===== src/rtl/addr_mux.sv =====
// ---------------------------------------------------------------------------
// addr_mux
//
// Memory address source selector for the RISC datapath. The memory address
// bus is driven combinationally from either the program counter (instruction
// fetch) or the instruction operand field (data access). A registered copy of
// the selected address and select, plus a one-cycle change strobe, are kept
// for downstream pipeline and debug logic.
//
// Parameters:
//   AWIDTH     - address width (default 5, a 32-word memory)
//
// Ports:
//   clk        - system clock, registered outputs update on the rising edge
//   rst_n      - asynchronous active-low reset
//   sel        - source select: 1 = pc_addr, 0 = op_addr
//   hold       - 1 freezes the registered outputs (mem_addr is unaffected)
//   pc_addr    - program counter address
//   op_addr    - operand address from the instruction register
//   mem_addr   - selected address, combinational
//   mem_addr_q - selected address registered one cycle
//   sel_q      - sel registered alongside mem_addr_q
//   addr_chg   - one-cycle strobe: registered address or source changed
// ---------------------------------------------------------------------------
module addr_mux #(
  parameter int AWIDTH = 5
) (
  input  logic              clk,
  input  logic              rst_n,
  input  logic              sel,
  input  logic              hold,
  input  logic [AWIDTH-1:0] pc_addr,
  input  logic [AWIDTH-1:0] op_addr,
  output logic [AWIDTH-1:0] mem_addr,
  output logic [AWIDTH-1:0] mem_addr_q,
  output logic              sel_q,
  output logic              addr_chg
);

  // Set when the value about to be captured differs from the one currently
  // held. The select is part of the comparison so that switching source
  // between two equal addresses still counts as a change.
  logic capture_differs;

  // The memory bus follows the inputs with no clock or reset involvement, so
  // the address stays valid even while the registers are held in reset.
  always_comb begin
    mem_addr = sel ? pc_addr : op_addr;
  end

  always_comb begin
    capture_differs = ({sel, mem_addr} != {sel_q, mem_addr_q});
  end

  // Capture register. Reset clears everything immediately; hold freezes the
  // captured address and select and suppresses the strobe, taking priority
  // over any select change arriving in the same cycle. The first capture
  // after reset compares against the cleared values, so capturing address 0
  // from the operand source produces no strobe.
  always_ff @(posedge clk or negedge rst_n) begin
    if (!rst_n) begin
      mem_addr_q <= '0;
      sel_q      <= 1'b0;
      addr_chg   <= 1'b0;
    end else if (hold) begin
      addr_chg   <= 1'b0;
    end else begin
      mem_addr_q <= mem_addr;
      sel_q      <= sel;
      addr_chg   <= capture_differs;
    end
  end

endmodule


===== config.mk =====
export PLATFORM = sky130hd
export DESIGN_NAME = addr_mux
export DESIGN_NICKNAME = d
export VERILOG_FILES = /design/src/rtl/addr_mux.sv
export SDC_FILE = /design/constraint.sdc
export NUM_CORES = 1
export LEC_CHECK = 0
export CELL_PAD_IN_SITES_DETAIL_PLACEMENT = 0
export CELL_PAD_IN_SITES_GLOBAL_PLACEMENT = 1
export CORE_MARGIN = 2
export CORE_UTILIZATION = 25
export CTS_CLUSTER_DIAMETER = 100
export DETAILED_ROUTE_END_ITERATION = 12
export HOLD_SLACK_MARGIN = 0.08
export PLACE_DENSITY_LB_ADDON = 0.1
export REMOVE_ABC_BUFFERS = 1
export SETUP_SLACK_MARGIN = 0.5
export SLEW_MARGIN = 10
export SYNTH_ARGS = -nofsm -noshare
export SYNTH_HDL_FRONTEND = slang
export SYNTH_SLANG_ARGS = --single-unit

===== constraint.sdc =====
create_clock -name clk -period 1.3 [get_ports clk]
set_clock_uncertainty 0.05 [all_clocks]
set_input_delay 0.39 -clock clk [delete_from_list [all_inputs] [get_ports clk]]
set_output_delay 0.39 -clock clk [all_outputs]
set_load 0.02 [all_outputs]

* Word level (Yosys, flattened, before mapping) *
Index checks and enable logic that the tools add are counted.

cells by class
  equality and inequality tests = 1
  mux-type cells = 2

operators by type and width
  operator      number
  $ne A6 B6 Y1  1
  $mux W5       1
  $mux W1       1

word-level totals
  register bits after elaboration = 7
  input bits = 14
  output and inout port bits = 12

* Longest topological paths before layout *
Gate-level depths: netlist of the first run.

  depth in word-level cells = 3
  mapped depth = 5

* Worst setup path before layout of the first run *
No wires, ideal clock.

  path kind = input to register
  start = input sel
  end = register addr_chg
  library setup time = 0.135 ns
  arrival = 1.332 ns
  data required time = 1.115 ns
  path slack = -0.216 ns
  stages = 5
  path buffers = 1
  path through = buf_6 -> mux2_4 -> xor2_1 -> nor4_1 -> a21oi_1

between the ends
  longest elaborated chain between the ends = 3

ends and longest elaborated chain
  element                 RTL line  text
  start: declaration      30        input logic sel,
  $mux W5                 48        mem_addr = sel ? pc_addr : op_addr;
  net mem_addr[3]         34        output logic [AWIDTH-1:0] mem_addr,
  $ne A6 B6 Y1            52        capture_differs = ({sel, mem_addr} != {sel_q, mem_addr_q});
  $mux W1                 65        end else if (hold) begin
  end signal: assignment  70        addr_chg <= capture_differs;
  end: declaration        37        output logic addr_chg

The timed path passes the listed nets, and every way through them passes these cells.
A chain may end at the register's enable or synchronous reset.

* Worst setup path in the final report of the first run *
  start = input sel
  end = output mem_addr[0]

between the ends
  longest elaborated chain between the ends = 1

ends and longest elaborated chain
  element           RTL line
  $mux W5           48
  end: declaration  34

No other way between the ends.

==> impl_metrics.env, run 1 <==
export IMPL_status="complete, but fails checks"
export IMPL_violations="setup timing"
export IMPL_setup_violations_final=6
export IMPL_ys_flop_type="dfrtp_1"
export IMPL_die_y_um=44.1
export IMPL_yosysTopAreaCellShare_pct=43.6
export IMPL_start_util_pct=26.7
export IMPL_slew_viol_final=0
export IMPL_area_growth_syn_to_layout_pct=117
export IMPL_fmax_ghz=0.671
export IMPL_fin_ws_ns=-0.191
export IMPL_critPathCaptureType="primary output"
export IMPL_synth_top_family_by_area="multiplexers"
export IMPL_core_region_area_sq_mm=0.00151
export IMPL_yosys_area_share_xor_xnor_pct=13.1
export IMPL_rows=14
export IMPL_clock_path_buffers=2
export IMPL_dieArea_sq_mm=0.00194
export IMPL_hp_class="input pin to asynchronous set/reset pin"
export IMPL_setup_tns_final_ns=-1.07
export IMPL_synthDistinctLibCells=11
export IMPL_hold_violations=0
export IMPL_wl_per_cell_um=12.8
export IMPL_cpMostUsedCell="buf_6"
export IMPL_required_ns=0.86
export IMPL_n_fill_cell=127
export IMPL_drive_gt1_share_pct=62.5
export IMPL_max_slew_margin_pct=78.0
export IMPL_io_buffers=25
export IMPL_synth_area_sq_um=402
export IMPL_fin_crit_sh_pct=115
export IMPL_synth_mux_area_share_pct=33.6
export IMPL_grt_pass1_vias=444
export IMPL_hold_ws_ns=0.341
export IMPL_crit_family="buffers and inverters"
export IMPL_ys_seq_elements=7
export IMPL_grt_pass1_wl_mm=1.90
export IMPL_crit_path_cell_trace="buf_6 -> buf_6 -> mux2_4 -> buf_6"
export IMPL_dr_pass1_iters=4
export IMPL_synth_fa_ha_area_share_pct=0
export IMPL_syn_instance_count=30
export IMPL_startpoint_type="input pin"
export IMPL_drcViolationCount=0
export IMPL_path_max_fanout=3
export IMPL_rsz0062_at_grt="yes"
export IMPL_synth_edf_count=0
export IMPL_powerDensity_mw_per_mm2=955
export IMPL_async_flop_share_pct=100
export IMPL_overflow=0
export IMPL_hpwl_um=820
export IMPL_tightest_slew_ns=0.329
export IMPL_cts_tree="done"
export IMPL_synthTopCellsByArea="dfrtp_1 (44%), mux2_2 (22%), mux2_4 (11%)"
export IMPL_cts_root_buffer="clkbuf_4"
export IMPL_worst_ir_drop_vdd_mv=0.631
export IMPL_grt_usage_pct=13.8
export IMPL_ant_nets=0
export IMPL_fin_util_pct=58.0
export IMPL_seq_area_frac_synth_pct=43.6
export IMPL_yosys_top_cells_count="mux2_2 (8), dfrtp_1 (7), xor2_1 (5), mux2_4 (3)"
export IMPL_numCtsBuffers=3
export IMPL_finalWirelength_mm=1.13
export IMPL_die_w_um=44.1
export IMPL_vias=402
export IMPL_syn_avg_cell_area_sq_um=13.4
export IMPL_synth_warnings=0
export IMPL_io_pins=26
export IMPL_clk_pin_slew_ns=0.06
export IMPL_grt_max_degree=8
export IMPL_antenna_found_initial=0
export IMPL_max_cap_violations=0
export IMPL_pre_cts_ws_ns=-1.03
export IMPL_gp_congestion=0.752
export IMPL_synth_compound_area_share_pct=3.12
export IMPL_cts_htree_levels=1
export IMPL_leakage_nw=0.434
export IMPL_critPathSlowestCell="mux2_4"
export IMPL_arrival_ns=1.05
export IMPL_cts_hold_buf=0
export IMPL_yosysMostFrequentCell="mux2_2"
export IMPL_yosys_area_share_simple_pct=2.80
export IMPL_path_buf_inv=3
export IMPL_final_nets=87
export IMPL_cp_slowest_stage_delay_ns=0.31
export IMPL_min_period_ns=1.49
export IMPL_clk_insertion_delay_late_ns=0.26
export IMPL_clkSinkCount=7
export IMPL_via_per_inst=4.57
export IMPL_antennaDiodeCount=0
export IMPL_initialDrtViolationCount=3
export IMPL_synth_area_leader_cell="dfrtp_1"
export IMPL_path_class="input pin to primary output"
==> stage by stage <==
stage / total power, mW / instance area (sq um) / std cells
finish: 0.834 / 873 / 88
global route: 0.885 / 873 / 88
CTS: 0.828 / 845 / 88
detailed placement: 0.582 / 762 / 83
global placement: 0.574 / 762 / 83
floorplan: 0.390 / 387 / 28
==> cell usage in the layout, fill, tap and decap left out, drive strengths merged <==
cell / instances
a21oi: 1
buf: 28
clkbuf: 4
clkdlybuf4s15: 3
clkdlybuf4s50: 1
dfrtp: 7
dlygate4sd2: 8
mux2: 11
nand3: 1
nor4: 1
o31ai: 1
xnor2: 1
xor2: 5
==> sequential cells by signal, summed over array words and instances, names as in the netlist <==
register,cells
mem_addr_q,5
addr_chg,1
sel_q,1
==> power by group <==
group / switching, mW / total (mW) / internal [mW]
clock network: 0.0856 / 0.203 / 0.118
logic: 0.148 / 0.369 / 0.222
registers: 0.0186 / 0.262 / 0.243
==> metal layers <==
metal  global-route usage [%]  vias to the layer above  share of wire (%)
met3                     8.57                        2                 11
met5                        0                        -                  0
met2                     22.1                       22                 49
met1                     15.4                      188                 39
li1                         -                      190                  -
met4                     3.64                        0               0.71
==> worst register-to-register path, cell delays in order, from the launching register on <==
cell     delay (ns)
dfrtp_1        0.40
buf_4          0.16
xor2_2         0.17
nor4_2         0.26
a21oi_1        0.09
==> path summary, 6_finish.rpt <==
path / start / to / slack [ns] / depth (start not counted)
max in group asynchronous: rst_n / sel_q$_DFFE_PN0N_ / 0.60 / 1
min in group clk: sel / sel_q$_DFFE_PN0N_ / 0.44 / 3
min: rst_n / addr_chg$_DFF_PN0_ / 0.34 / 1
max: sel / mem_addr[0] / -0.19 / 4
max reg2reg: mem_addr_q[3]$_DFFE_PN0N_ / addr_chg$_DFF_PN0_ / 0.05 / 4
min reg2reg: mem_addr_q[1]$_DFFE_PN0N_ / mem_addr_q[1]$_DFFE_PN0N_ / 0.58 / 2
==> cell families after synthesis <==
logic type	count (synthesis)
multiplexers	11
flip-flops	7
XOR/XNOR	6
AO/OA/AOI/OAI	2
AND/OR/NAND/NOR	2
buffers and inverters	2
==> timing repair <==
item | CTS | global route
setup endpoints to repair | 19 | 19
buffers inserted | 1 | 0
pin swaps | 2 | 2
gates resized for setup | 103 | 6
==> layout make-up <==
| cell class | count | area (sq um) | share of cell area, % |
|---|---|---|---|
| clock buffers | 4 | 26.3 | 3.01 |
| multi-input cells | 21 | 251 | 28.8 |
| flip-flops and latches | 7 | 175 | 20.1 |
| well taps | 16 | 20.0 | 2.29 |
| repair buffers | 40 | 400 | 45.8 |
(Power assumes the default switching activity.)
==> run 2, diff against run 1 <==
CAP_MARGIN = 20   (was default)
==> results of run 2 <==
Final layout, timing and power as in run 1 (identical DEF).
